## config.mk

```make
export PLATFORM = sky130hd
export DESIGN_NAME = risc_ctrl_seq_p
export DESIGN_NICKNAME = d
export VERILOG_FILES = /design/src/rtl/risc_ctrl_seq_p.sv
export SDC_FILE = /design/constraint.sdc
export NUM_CORES = 1
export LEC_CHECK = 0
export BUFFER_PORTS_ARGS = -buffer_cell sky130_fd_sc_hd__clkbuf_2
export CAP_MARGIN = 25
export CORE_MARGIN = 1
export CORE_UTILIZATION = 40
export DETAILED_ROUTE_END_ITERATION = 10
export PLACE_DENSITY_LB_ADDON = 0.25
export SETUP_SLACK_MARGIN = 0.3
export SLEW_MARGIN = 5
export SYNTH_ARGS = -nofsm -noshare
export SYNTH_HDL_FRONTEND = slang
export SYNTH_SLANG_ARGS = --single-unit
```

## constraint.sdc

```tcl
create_clock -name clk -period 2 [get_ports clk]
set_input_delay 0 -clock clk [delete_from_list [all_inputs] [get_ports clk]]
set_output_delay 0 -clock clk [all_outputs]
set_load 0.05 [all_outputs]
```

## src/rtl/risc_ctrl_seq_p.sv

```systemverilog
// Fetch/decode/execute sequencer for the 301 RISC CPU. It drives the execution-unit control word and
// adds memory wait states, one vectored interrupt with shadowed flags, EI/DI/RETI, and HALT wake-up.
module risc_ctrl_seq_p #(
    parameter int IR_W = 16,
    parameter int RA_W = 3
) (
    input  logic            clk,
    input  logic            reset,
    input  logic [IR_W-1:0] ir,
    input  logic            n,
    input  logic            z,
    input  logic            c,
    input  logic            mem_rdy,
    input  logic            irq,
    output logic [RA_W-1:0] w_adr,
    output logic [RA_W-1:0] r_adr,
    output logic [RA_W-1:0] s_adr,
    output logic            adr_sel,
    output logic            s_sel,
    output logic            pc_ld,
    output logic            pc_inc,
    output logic            ir_ld,
    output logic            mw_en,
    output logic            rw_en,
    output logic [1:0]      pc_sel,
    output logic [3:0]      alu_op,
    output logic            epc_ld,
    output logic            irq_ack,
    output logic            ie,
    output logic [7:0]      status
);

    // Exec/INT encodings equal their 5-bit status code, so status can use the state value directly.
    typedef enum logic [4:0] {
        S_ADD = 5'd0, S_SUB, S_CMP, S_MOV, S_SHL, S_SHR, S_INC, S_DEC,
        S_LLD, S_STO, S_LDI, S_HALT, S_JE, S_JNE, S_JC, S_JMP,
        S_INT, S_RETI, S_EI, S_DI, S_RESET, S_FETCH, S_DECODE, S_ILLEGAL
    } state_t;

    state_t          state;
    logic [2:0]      ps;      // {N,Z,C}
    logic [2:0]      shadow;
    logic [6:0]      opcode;
    logic [RA_W-1:0] fld_w, fld_r, fld_s;
    logic [4:0]      state_code;
    state_t          boundary;

    assign opcode     = ir[IR_W-1 -: 7];
    assign fld_w      = ir[3*RA_W-1 -: RA_W];
    assign fld_r      = ir[2*RA_W-1 -: RA_W];
    assign fld_s      = ir[RA_W-1:0];
    assign state_code = state;
    assign boundary   = (irq && ie) ? S_INT : S_FETCH;

    function automatic state_t decode(input logic [6:0] op);
        if (op[6:4] == 3'b111) return state_t'({1'b0, op[3:0]});
        case (op)
            7'h6C:   return S_RETI;
            7'h6D:   return S_EI;
            7'h6E:   return S_DI;
            default: return S_ILLEGAL;
        endcase
    endfunction

    always_ff @(posedge clk or posedge reset) begin
        if (reset) begin
            state  <= S_RESET;
            ps     <= 3'b000;
            shadow <= 3'b000;
            ie     <= 1'b0;
        end else begin
            case (state)
                S_RESET:  state <= S_FETCH;
                S_FETCH:  if (mem_rdy) state <= S_DECODE;
                S_DECODE: state <= decode(opcode);
                S_ADD, S_SUB, S_CMP, S_SHL, S_SHR, S_INC, S_DEC: begin
                    ps    <= {n, z, c};
                    state <= boundary;
                end
                S_MOV, S_JE, S_JNE, S_JC, S_JMP: state <= boundary;
                S_LLD, S_STO, S_LDI: if (mem_rdy) state <= boundary;
                S_HALT:   if (irq && ie) state <= S_INT;
                S_INT: begin
                    shadow <= ps;
                    ie     <= 1'b0;
                    state  <= S_FETCH;
                end
                S_RETI: begin
                    ps    <= shadow;
                    ie    <= 1'b1;
                    state <= S_FETCH;
                end
                // EI's own boundary already sees interrupts enabled; DI's already sees them disabled.
                S_EI: begin
                    ie    <= 1'b1;
                    state <= irq ? S_INT : S_FETCH;
                end
                S_DI: begin
                    ie    <= 1'b0;
                    state <= S_FETCH;
                end
                default:  state <= state;
            endcase
        end
    end

    always_comb begin
        w_adr   = '0;
        r_adr   = '0;
        s_adr   = '0;
        adr_sel = 1'b0;
        s_sel   = 1'b0;
        pc_ld   = 1'b0;
        pc_inc  = 1'b0;
        ir_ld   = 1'b0;
        mw_en   = 1'b0;
        rw_en   = 1'b0;
        pc_sel  = 2'b00;
        alu_op  = 4'b0000;
        epc_ld  = 1'b0;
        irq_ack = 1'b0;
        status  = {ps, state_code};
        case (state)
            S_RESET:   status = 8'hFF;
            S_FETCH: begin
                ir_ld  = mem_rdy;
                pc_inc = mem_rdy;
                status = 8'h80;
            end
            S_DECODE:  status = 8'hC0;
            S_ILLEGAL: status = 8'hF0;
            S_ADD, S_SUB, S_CMP, S_MOV, S_SHL, S_SHR, S_INC, S_DEC: begin
                w_adr = fld_w;
                r_adr = fld_r;
                s_adr = fld_s;
                rw_en = (state != S_CMP);
                case (state)
                    S_ADD:          alu_op = 4'b0100;
                    S_SUB, S_CMP:   alu_op = 4'b0101;
                    S_SHL:          alu_op = 4'b0111;
                    S_SHR:          alu_op = 4'b0110;
                    S_INC:          alu_op = 4'b0010;
                    S_DEC:          alu_op = 4'b0011;
                    default:        alu_op = 4'b0000;
                endcase
            end
            S_LLD: begin
                w_adr   = fld_w;
                r_adr   = fld_s;
                adr_sel = 1'b1;
                s_sel   = 1'b1;
                rw_en   = mem_rdy;
            end
            S_STO: begin
                r_adr   = fld_w;
                s_adr   = fld_s;
                adr_sel = 1'b1;
                mw_en   = 1'b1;
            end
            S_LDI: begin
                w_adr  = fld_w;
                s_sel  = 1'b1;
                rw_en  = mem_rdy;
                pc_inc = mem_rdy;
            end
            S_JE:  pc_ld = ps[1];
            S_JNE: pc_ld = !ps[1];
            S_JC:  pc_ld = ps[0];
            S_JMP: begin
                pc_ld  = 1'b1;
                pc_sel = 2'b01;
                s_adr  = fld_s;
            end
            S_INT: begin
                epc_ld  = 1'b1;
                pc_ld   = 1'b1;
                pc_sel  = 2'b10;
                irq_ack = 1'b1;
            end
            S_RETI: begin
                pc_ld  = 1'b1;
                pc_sel = 2'b11;
            end
            default: ;
        endcase
    end

endmodule

```

Word level (Yosys, flattened, before mapping)
Index checks and enable logic that the tools add are counted.
{"block": "op_classes", "bitwise": 0, "n_lt_le_gt_ge": 0, "div": 0, "add_sub_neg": 0, "n_eq_ne": 31, "n_reduce_logical": 21, "shifts": 0, "n_mul": 0, "mux": 28}
{"cell": "$eq 5x4->1 const B", "count": 8}
{"cell": "$eq 5x5->1 const B", "count": 8}
{"cell": "$pmux 5 s7", "count": 1}
{"cell": "$pmux 8 s4", "count": 1}
{"cell": "$mux 5", "count": 5}
{"cell": "$eq 7x7->1 const B", "count": 3}
{"cell": "$eq 5x3->1 const B", "count": 4}
{"cell": "$reduce_or 10->1", "count": 2}
{"cell": "$pmux 3 s3", "count": 2}
{"cell": "$pmux 3 s6", "count": 1}
{"cell": "$mux 3", "count": 5}
{"cell": "$reduce_or 12->1", "count": 1}
{"cell": "$reduce_or 2->1", "count": 6}
{"cell": "$eq 5x2->1 const B", "count": 2}
{"cell": "$mux 1", "count": 8}
{"cell": "$reduce_or 8->1", "count": 1}
{"cell": "$reduce_bool 7->1", "count": 1}
{"cell": "$reduce_or 7->1", "count": 1}
{"cell": "$ne 2x2->1 const B", "count": 3}
{"cell": "$pmux 2 s3", "count": 1}
{"cell": "$pmux 3 s2", "count": 1}
{"cell": "$reduce_or 3->1", "count": 2}
{"cell": "$eq 5x1->1 const B", "count": 1}
{"cell": "$logic_not 5->1", "count": 1}
{"cell": "other kinds (9)", "count": 11}
{"block": "totals", "latch_bits": 0, "rom_bits": 0, "n_memories": 0, "output_inout_bits": 33, "ram_bits": 0, "regBits": 12, "in_bits": 23, "word_cells": 84}

Depth between registers and ports, before layout
Gate-level depths: netlist of run 1.
{"block": "depth", "ltp_word": 5, "mapped_depth": 7, "ltp_nobuf": 5}

Worst setup path after synthesis of run 1
OpenSTA, ideal clock, no wires.
{"block": "synth_timing", "kind": "register to output", "start": "register state[4]", "end": "output pc_sel[0]", "stages_incl_launch_ff": 7, "setup_slack_ns": -0.527, "n_path_buf": 2, "arrival_ns": 2.527, "t_required_ns": 2.000, "path_cell_list": "dfstp_2 -> buf_2 -> clkbuf_1 -> nand3_1 -> nor2_1 -> a21oi_1 -> nor2_1"}
{"block": "synth_via", "elab_chain_len": 2, "elab_cells_between_ends": 4, "cone_classes": "3 x eq/ne; 1 x mux"}
{"element": "start: declaration", "line_no": "40", "source": "state_t state;"}
{"element": "start signal: assignment", "line_no": "75", "source": "S_DECODE: state <= decode(opcode);"}
{"element": "start signal: assignment", "line_no": "78", "source": "state <= boundary;"}
{"element": "start signal: assignment", "line_no": "80", "source": "S_MOV, S_JE, S_JNE, S_JC, S_JMP: state <= boundary;"}
{"element": "$eq 5x5->1 or $eq 5x4->1 (tied branches)", "line_no": "123", "source": "case (state)"}
{"element": "$pmux 2 s3 (*)", "line_no": "123"}
{"element": "end: declaration", "line_no": "25", "source": "output logic [1:0] pc_sel,"}
Mark *: on every way between the ends. The rest lies on a longest branch, timed or not.

Worst setup path after layout of run 1
{"block": "layout_timing", "start": "register state[2]", "end": "register state[1]"}
{"block": "layout_via", "elab_chain_len": 4, "elab_cells_between_ends": 32, "cone_classes": "25 x eq/ne; 1 x mux; 6 x reduce/logical"}
{"element": "$eq 5x3->1, or another cell as far along", "line_no": "72", "source": "case (state)"}
{"element": "$reduce_or 12->1 (no source line), or another cell as far along"}
{"element": "$reduce_bool 7->1 (no source line) or $ne 2x2->1 (tied branches)"}
{"element": "$reduce_and 4->1 (no source line)"}
Several ways; a longest one is shown, not always the timed one.
A chain may end at the register's enable or synchronous reset.

==> results of run 1 <==
[through the flow]
stage	setup WS (ns)	util	std cells	total power [uW]	hold slack [ns]
floorplan	0.104	-	157	1890	-0.137
global placement	0.148	0.594	240	2270	-0.00943
detailed placement	0.0673	0.594	240	2310	-0.00163
CTS	0.204	0.701	254	2690	0.0101
global route	0.132	0.771	264	3130	0.00268
finish	0.181	0.771	264	2960	0.0112
[power groups by stage]
stage | Sequential, uW | Clock, uW | Combinational, uW
2_1_floorplan | 447 | 0 | 1450
3_3_place_gp | 473 | 0 | 1790
3_5_place_dp | 483 | 0 | 1820
4_1_cts | 468 | 195 | 2020
5_1_grt | 478 | 215 | 2440
6_report | 466 | 193 | 2300
[kinds of logic after synthesis]
kind of cell,count (synthesis)
AOI/OAI and AO/OA,38
DFF,12
other,1
muxes,7
and+or+nand+nor,80
xor gates and xnor gates,2
buffers and inverters,17
[routing by layer]
| layer | part of all wire | track usage |
|---|---|---|
| met2 | 0.51 | 0.458 |
| met3 | 0.079 | 0.0528 |
| met5 | 0 | 0 |
| met4 | 0.013 | 0.0684 |
| met1 | 0.39 | 0.328 |
[cell type report]
type	instances	area, sq um
repair buffers	83	666
inverters	7	26.3
well taps	30	37.5
multi-input cells	128	910
flip-flops and latches	12	305
fillers	171	587
clock buffers	4	36.3
[what timing repair did]
action	CTS	global route
gates cloned	0	0
endpoints found under the hold margin	13	0
endpoints found under the setup margin	27	35
pin swaps	3	10
setup buffers	6	10
hold buffers	4	0
resized for setup	38	45
[synthesized netlist by cell type (2+ instances only)]
cell type  number
a31oi_1         4
and2_1          5
xnor2_1         2
clkbuf_1        4
a22o_1          2
o21ai_0         6
nand2_1        25
o21a_1          2
dfrtp_1        10
inv_1           6
a22oi_1         4
buf_4           2
nand2b_1        3
mux2i_1         2
nand3_1         5
o31ai_1         3
dfstp_2         2
o22ai_1         2
buf_2           3
nor3_1          4
nor2b_1         5
a21oi_1         6
mux2_1          3
and3_1          2
nor2_1         26
[final timing paths]
path / start / to / slack, ns / cells past startpoint
min in group asynchronous: reset / shadow[2] / 0.24 / 3
hold / removal: ir[12] / state[3] / 0.01 / 2
setup reg to reg: state[2] / state[1] / 0.18 / 5
setup / recovery: state[2] / state[1] / 0.18 / 5
max in group asynchronous: reset / state[2] / 1.43 / 3
hold reg to reg: shadow[2] / shadow[2] / 0.50 / 1
[cell usage in the layout (no fill, tap or decap), types with 3 or more instances in the layout]
master / synthesis / layout
nor2b_4: 0 / 3
inv_1: 6 / 4
nand2_1: 25 / 20
a21oi_1: 6 / 4
inv_2: 1 / 3
buf_6: 0 / 5
clkbuf_4: 0 / 9
and2_4: 0 / 3
mux2_1: 3 / 3
buf_8: 0 / 7
buf_4: 2 / 22
clkbuf_8: 0 / 6
dfrtp_1: 10 / 8
nand2_2: 0 / 5
clkbuf_2: 0 / 31
o21ai_0: 6 / 4
nor2_2: 0 / 4
nor2_4: 0 / 4
dlygate4sd3_1: 0 / 4
nor2_1: 26 / 18
a31oi_1: 4 / 4
a22oi_2: 1 / 4
[registers in the layout, summed over array words and instances, names as in the netlist]
| name | count |
|---|---|
| state | 5 |
| ps | 3 |
| shadow | 3 |
| ie | 1 |
[critical path, stage by stage, from the launching register on]
cell     delay, ns
dfstp_2       0.64
and3b_4       0.26
a22oi_2       0.09
o22ai_2       0.19
a211o_1       0.21
mux2_4        0.31
==> impl_metrics.csv, run 1 <==
group,metric,value,unit
clocking,cts.reportedPaths.clkPinSlew,0.07,ns
yosys,synthTopCellsByArea,"dfrtp_1, nor2_1, nand2_1",
detailed_routing,routed-via-count,1520,
die,die-area,3010,sq um
power_and_ir_drop,peakVddDrop,1260,uV
yosys,synth_simple_gate_area_frac,0.335,
clocking,h-tree-depth,1,
detailed_routing,first_iter_violations,67,
timing,clock_skew,0.00398,ns
clocking,cts_buffers,3,
layout,fin_nets,258,
die,chipWidth,54.9,microns
yosys,synth_edf_count,0,
die,die_y,54.9,microns
power_and_ir_drop,seqPwrFrac,0.158,
power_and_ir_drop,power.share.clock,0.065,
yosys,synth_top_family_by_area,"simple AND/OR/NAND/NOR gates",
worst_setup_path,critical_path_arrival,1.98,ns
clocking,clock_latency,0.27,ns
layout,area_growth_syn_to_layout,77.3,%
power_and_ir_drop,switchingPower,1610,uW
timing,fmax,550,MHz
yosys,synth_xor_area_frac,0.0157,
yosys,synth_top_area_cell,"dfrtp_1",
die,rows,18,
timing,slew_violations,0,
worst_setup_path,crit_required,2.16,ns
detailed_routing,vias_per_cell,5.76,
worst_setup_path,worstSetupPathType,"register to register",
worst_setup_path,crit_path_end_kind,"register",
grt,grt_max_degree,13,
yosys,synth-seq-cells,12,
yosys,yosysWarnings,0,
yosys,synth_area,1120,sq um
placed_design,routabilityCongestion,0.917,
yosys,muxShareOfSynthArea,0.0717,
detailed_routing,routedWlPerCell,16.1,microns
layout,postLayoutCellArea,1980,sq um
run,max-cap-violations,0,
grt,grt_overflow,0,
yosys,syn_avg_cell_area,7.12,sq um
die,core,2570,sq um
grt,grt_pass1_wl,5600,microns
power_and_ir_drop,share_comb_of_total_power,0.777,
layout,layout-drive-gt1-share,0.564,
yosys,ys_types,44,
worst_setup_path,cp-start-kind,"register",
placed_design,io_buffers,54,
timing,fin_setup_tns,0,ns
placed_design,dpl_cell_area,1530,sq um
detailed_routing,drt_first_pass_iters,5,
power_and_ir_drop,p_leak,0.000961,uW
worst_setup_path,crit_fanout,7,
yosys,ys.flop_type,"dfrtp_1",
detailed_routing,drt_wl_total,4250,microns
clocking,cts.sinks,12,
detailed_routing,drc,0,
timing,period_share,0.909,
timing,hold_viol_final,0,
die,io_pins,56,
grt,antenna_found_initial,0,
placed_design,dp_hpwl,2660,microns
detailed_routing,drtAntennaViolNets,0,
power_and_ir_drop,p_int,1350,uW
grt,grtUsageTotal,0.264,
clocking,cts_root_buf,"clkbuf_4",
timing,finalSetupViolCount,0,
die,start_util,0.435,
grt,grt_pass1_vias,1288,
yosys,async_flop_share,1.00,
timing,rsz0062_at_grt,"yes",
clocking,clk_path_buf_depth,2,
hold_path,worstHoldPathType,"input pin to register",
yosys,postSynthCellCount,157,
layout,antennaDiodeCount,0,
yosys,seq_area_frac_synth,0.271,
yosys,synthesis.nets,180,
yosys,synth_top_area_share,0.224,
clocking,cts_tree,"built",
yosys,synthAdderAreaFrac,0,
timing,period_minus_slack,1.82,ns
run_status,status,"complete, no violations",
yosys,synth-compound-area-share,0.232,
power_and_ir_drop,swShare,0.543,
power_and_ir_drop,p_per_area,1490,nW/um^2
No activity file was read; power rests on OpenSTA's default activity.
==> run 2, diff against run 1 <==
--- a/config.mk
+++ b/config.mk
@@ -7,10 +7,9 @@
 export LEC_CHECK = 0
 export BUFFER_PORTS_ARGS = -buffer_cell sky130_fd_sc_hd__clkbuf_2
 export CAP_MARGIN = 25
-export CORE_MARGIN = 1
 export CORE_UTILIZATION = 40
 export DETAILED_ROUTE_END_ITERATION = 10
-export PLACE_DENSITY_LB_ADDON = 0.25
+export PLACE_DENSITY = 0.8
 export SETUP_SLACK_MARGIN = 0.3
 export SLEW_MARGIN = 5
 export SYNTH_ARGS = -nofsm -noshare
==> run 2 against run 1 <==
Cell count is 3.0% higher. Sequential power increased by 3%. Global-route usage up 4.6 points. Hold slack got worse by 0.0033 ns. Count of clock-buffer cells in the layout unchanged. Sequential share of layout area shrank 1.4 points. Total power up 10%. Worst setup slack got worse by 0.15 ns.
==> impl_metrics.csv, run 2 (same netlist as run 1, synthesis figures left out) <==
group,metric,value,unit
layout,multi_input_area,953,sq um
timing,period_share,0.983,
die,io_pins,56,
layout,regArea,304,sq um
detailed_routing,drtAntennaViolNets,0,
layout,antennaDiodeCount,0,
worst_setup_path,r2r_start,"state[4]",
placed_design,routabilityCongestion,0.905,
detailed_routing,drt_first_pass_iters,5,
hold_path,hp-start,"ir[12]",
power_and_ir_drop,switchingPower,1790,uW
clocking,cts.reportedPaths.clkPinSlew,0.09,ns
worst_setup_path,crit_start,"state[2]",
grt,antenna_found_initial,0,
clocking,cts_buffers,3,
grt,grt_overflow,0,
worst_setup_path,crit_required,2.00,ns
worst_setup_path,worst-path-buf-inv,2,
power_and_ir_drop,p_leak,0.00103,uW
clocking,cts_root_buf,"clkbuf_4",
worst_setup_path,crit_chain,"buf_4 > xnor2_1 > nand2_1 > a21oi_2 > and2_2 > buf_8",
placed_design,pre_cts_ws,0.183,ns
clocking,clk_path_buf_depth,2,
timing,rsz0062_at_grt,"yes",
grt,met3_usage,0.0444,
placed_design,dp_hpwl,2760,microns
grt,grtUsageMet2,0.512,
grt,grt_pass1_wl,6490,microns
worst_setup_path,critical_path_arrival,1.97,ns
layout,fillers,146,
clocking,clock_latency,0.28,ns
worst_setup_path,critPathMaxStageDelay,0.65,ns
timing,period_minus_slack,1.97,ns
detailed_routing,vias_per_cell,6.08,
layout,layout-drive-gt1-share,0.587,
timing,clock_skew,0.00453,ns
worst_setup_path,critical-path-top-delay-family,"flip-flops",
detailed_routing,drt_wl_total,5450,microns
layout,area_growth_syn_to_layout,94.2,%
timing,fin_setup_tns,0,ns
timing,slew_violations,0,
power_and_ir_drop,swShare,0.551,
worst_setup_path,cp-start-kind,"register",
power_and_ir_drop,share_comb_of_total_power,0.790,
grt,busiest_layer,"met2",
die,core,2570,sq um
die,rows,18,
power_and_ir_drop,peakVddDrop,1780,uV
die,chipWidth,54.9,microns
timing,setup_slack,0.0330,ns
timing,hold_viol_final,0,
grt,grtUsageTotal,0.311,
layout,final_common_cell,"buf_4",
layout,largest_register_ffs,5,
worst_setup_path,cp_slowest_cell,"dfstp_2",
layout,largest_registers,"state (5), ps (3), shadow (3)",
clocking,cts.sinks,12,
layout,largest-register,"state",
detailed_routing,routedWlPerCell,20.0,microns
power_and_ir_drop,p_int,1460,uW
grt,grt_max_degree,14,
die,die_y,54.9,microns
placed_design,io_buffers,54,
detailed_routing,first_iter_violations,76,
layout,fin_nets,266,
power_and_ir_drop,seqPwrFrac,0.147,
timing,finalSetupViolCount,0,
worst_setup_path,worstSetupPathType,"register to primary output",
timing,fmax,508,MHz
power_and_ir_drop,p_per_area,1500,nW/um^2
run_status,status,"complete, no violations",
detailed_routing,drc,0,
hold_path,worstHoldPathType,"input pin to register",
die,start_util,0.435,
run,max-cap-violations,0,
layout,most-common-layout-cells,"buf_4, clkbuf_2, nand2_1, nor2_1, buf_6",
clocking,h-tree-depth,1,
worst_setup_path,crit_path_end_kind,"primary output",
detailed_routing,routed-via-count,1653,
worst_setup_path,crit_fanout,7,
die,die-area,3010,sq um
clocking,cts_tree,"built",
grt,grt_pass1_vias,1319,
power_and_ir_drop,power.share.clock,0.063,
grt,grt_util_met1,0.396,
[run 2: cell types whose count changed in the layout (fill, tap and decap cells not counted), moves of 2 or more]
cell | previous run | this run
clkbuf_16 | 0 | 2
buf_2 | 2 | 0
nand2_4 | 0 | 2
buf_8 | 7 | 12
clkbuf_2 | 31 | 25
clkinvlp_4 | 0 | 2
buf_6 | 5 | 13
buf_4 | 22 | 30
clkbuf_8 | 6 | 1
[run 2: cell type report]
| class | count | share of cell area |
|---|---|---|
| clock buffer | 4 | 0.0167 |
| sequential | 12 | 0.140 |
| multi-input combinational | 128 | 0.439 |
| timing repair buffer | 91 | 0.371 |
| inverter | 7 | 0.0156 |
| tap | 30 | 0.0173 |
[run 2: worst reg2reg max path: cells and delay by family (launching register included)]
family | cells | cell delay (ns)
mux | 1 | 0.32
simple gates | 1 | 0.40
flops | 1 | 0.41
buf+inv | 1 | 0.14
compound gates | 3 | 0.57
[run 2: power groups by stage]
stage                     combinational, uW  sequential [uW]  clock (uW)
after floorplan                        1450              447           0
after global routing                   2680              484         224
after global placement                 1850              461           0
after CTS                              2140              453         199
after detailed placement               1870              465           0
final                                  2570              478         205
[run 2: path summary, 6_finish.rpt]
path / endpoint / cells past startpoint / slack [ns]
worst max register to register: state[1] / 6 / 0.05
worst max-delay path: s_adr[1] / 6 / 0.03
min in group asynchronous: ps[2] / 3 / 0.26
max in group asynchronous: state[3] / 3 / 1.38
worst min register to register: shadow[0] / 1 / 0.51
worst min-delay path: state[3] / 2 / 0.008
[run 2: repair_timing]
item	CTS	global route
buffers inserted	13	9
hold buffers	4	0
pin swaps	10	8
resized for setup	46	82
endpoints found under the hold margin	13	0
setup endpoints to repair	25	38
[run 2: per-stage QoR]
stage	utilization	total power [uW]	instances	instance area, sq um	hold slack [ns]
after global routing	0.845	3390	272	2170	0.0112
after detailed placement	0.600	2340	242	1540	0.00813
after floorplan	-	1890	157	1220	-0.137
after CTS	0.747	2790	263	1920	0.00425
final	0.845	3260	272	2170	0.00795
after global placement	0.600	2320	242	1540	0.0159
[run 2: per-layer routing]
layer / share of wire / vias to the layer above
met2: 0.51 / 129
met5: 0 / -
li1: - / 714
met4: 0.044 / 0
met3: 0.081 / 31
met1: 0.36 / 779
==> run 3, diff against run 2 <==
--- a/config.mk
+++ b/config.mk
@@ -7,9 +7,9 @@
 export LEC_CHECK = 0
 export BUFFER_PORTS_ARGS = -buffer_cell sky130_fd_sc_hd__clkbuf_2
 export CAP_MARGIN = 25
-export CORE_UTILIZATION = 40
+export CORE_UTILIZATION = 45
 export DETAILED_ROUTE_END_ITERATION = 10
-export PLACE_DENSITY = 0.8
+export PLACE_DENSITY = 0.88
 export SETUP_SLACK_MARGIN = 0.3
 export SLEW_MARGIN = 5
 export SYNTH_ARGS = -nofsm -noshare
==> run 3 against run 2 <==
Cell count shrank 3.7%. Sequential power is essentially flat. Fmax grew 8.1%. Worst setup slack gained 0.15 ns. Clock power grew 2%. First-iteration DRC count shrank 20%. Global-route usage shrank 2.5 points. Non-clock buffer count shrank 8.
==> impl_metrics.csv, run 3 (same netlist as run 1, synthesis figures left out) <==
group,metric,value,unit
worst_setup_path,crit_fanout,7,
layout,layout-drive-gt1-share,0.551,
worst_setup_path,r2r_start,"state[4]",
grt,grtUsageMet2,0.502,
timing,rsz0062_at_grt,"yes",
worst_setup_path,r2r_slack,0.18,ns
power_and_ir_drop,switchingPower,1650,uW
layout,regArea,304,sq um
grt,grt_max_degree,14,
grt,grt_pass1_vias,1252,
worst_setup_path,ff2ff_path_depth,6,
layout,largest_register_ffs,5,
power_and_ir_drop,power.share.clock,0.072,
hold_path,hp-start,"ir[14]",
timing,slew_violations,0,
grt,antenna_found_initial,0,
grt,met3_usage,0.0526,
worst_setup_path,crit_required,2.20,ns
power_and_ir_drop,p_per_area,1540,nW/um^2
detailed_routing,drt_wl_total,4410,microns
die,core,2280,sq um
layout,fillers,135,
layout,largest_registers,"state (5), ps (3), shadow (3)",
layout,multi_input_area,900,sq um
power_and_ir_drop,swShare,0.563,
worst_setup_path,timing.rr.end,"state[2]",
clocking,cts.sinks,12,
clocking,cts_root_buf,"clkbuf_4",
layout,utilization,0.837,
grt,grtUsageTotal,0.285,
die,start_util,0.491,
layout,largest-register,"state",
detailed_routing,first_iter_violations,61,
clocking,clk_path_buf_depth,2,
clocking,cts_tree,"built",
detailed_routing,drc,0,
detailed_routing,routedWlPerCell,16.8,microns
layout,area_growth_syn_to_layout,70.5,%
layout,fin_nets,258,
die,die-area,2690,sq um
placed_design,routabilityCongestion,0.867,
timing,setup_slack,0.180,ns
power_and_ir_drop,peakVddDrop,1150,uV
die,io_pins,56,
die,rows,17,
detailed_routing,drtAntennaViolNets,0,
placed_design,dp_cells,240,
clocking,clock_latency,0.29,ns
clocking,cts.reportedPaths.clkPinSlew,0.08,ns
grt,grt_overflow,0,
timing,fin_setup_tns,0,ns
timing,period_share,0.910,
timing,fmax,550,MHz
timing,finalSetupViolCount,0,
power_and_ir_drop,p_leak,0.000947,uW
die,chipWidth,51.8,microns
grt,grt_util_met1,0.364,
detailed_routing,vias_per_cell,5.90,
grt,busiest_layer,"met2",
layout,instances_no_fill,262,
power_and_ir_drop,p_int,1280,uW
die,die_y,51.8,microns
hold_path,min_to,"state[4]",
placed_design,pre_cts_ws,0.167,ns
timing,hold_viol_final,0,
detailed_routing,routed-via-count,1546,
grt,grt_pass1_wl,5750,microns
layout,final_common_cell,"clkbuf_2",
detailed_routing,drt_first_pass_iters,5,
placed_design,dp_hpwl,2590,microns
timing,period_minus_slack,1.82,ns
power_and_ir_drop,seqPwrFrac,0.162,
placed_design,io_buffers,54,
run_status,status,"complete, no violations",
worst_setup_path,crit_start,"state[4]",
power_and_ir_drop,share_comb_of_total_power,0.766,
run,max-cap-violations,0,
worst_setup_path,cp-start-kind,"register",
layout,antennaDiodeCount,0,
worst_setup_path,critical_path_arrival,2.02,ns
hold_path,worstHoldPathType,"input pin to register",
clocking,h-tree-depth,1,
hold_path,whs_path_depth,3,
worst_setup_path,crit_path_end_kind,"register",
timing,clock_skew,0.0123,ns
clocking,cts_buffers,3,
layout,most-common-layout-cells,"clkbuf_2, buf_4, nand2_1, nor2_1, dfrtp_1",
worst_setup_path,worstSetupPathType,"register to register",
[run 3: cell count changes in the layout (fill, tap and decap cells not counted), sizes merged]
cell	change
buf	-16
clkbuf	+7
clkinvlp	-2
inv	+2
dlygate4sd3	+1
[run 3: per-layer routing]
metal | routed length [microns] | vias up
met5 | 0 | -
met4 | 112 | 0
met3 | 345 | 14
met2 | 2230 | 101
met1 | 1720 | 727
li1 | - | 704
[run 3: repair_timing]
item	in CTS	in global routing
endpoints found under the setup margin	20	31
gates resized for setup	26	46
hold buffers	4	1
hold endpoints to repair	13	1
pin swaps	4	6
buffers inserted	6	7
[run 3: area by class of cell]
class / count / share of cell area
clock buffers: 4 / 0.0190
multi-input cells: 128 / 0.472
well taps: 28 / 0.0184
repair buffers: 83 / 0.317
inverters: 7 / 0.0138
flip-flops and latches: 12 / 0.160
[run 3: power by group through the flow]
stage	combinational [uW]	clock, uW	sequential (uW)
finish	2240	210	475
global route	2350	226	481
CTS	1990	202	449
detailed placement	1850	0	462
global placement	1830	0	458
floorplan	1450	0	447
[run 3: through the flow]
| stage | area (sq um) | total power, uW | hold WS, ns |
|---|---|---|---|
| 5_1_grt | 1910 | 3060 | 0.0744 |
| 3_3_place_gp | 1540 | 2280 | 0.00556 |
| 2_1_floorplan | 1220 | 1890 | -0.137 |
| 4_1_cts | 1740 | 2640 | 0.000617 |
| 3_5_place_dp | 1540 | 2310 | 0.0291 |
| 6_report | 1910 | 2930 | 0.0719 |
[run 3: how the worst max path moves through the flow]
stage	to	slack [ns]	cells past startpoint
final	state[2]	0.18	6
after global routing	state[2]	0.11	6
after CTS	state[0]	0.26	6
after detailed placement	state[1]	0.17	5
after global placement	state[1]	0.24	5
after floorplan	pc_sel[0]	0.10	6
[run 3: worst max-delay path: stages (launching register included)]
cell and delay, ns:
dfstp_2 0.62, and3b_4 0.23, a22oi_2 0.09, o22ai_2 0.24
a211o_1 0.20, buf_4 0.14, mux2i_1 0.22
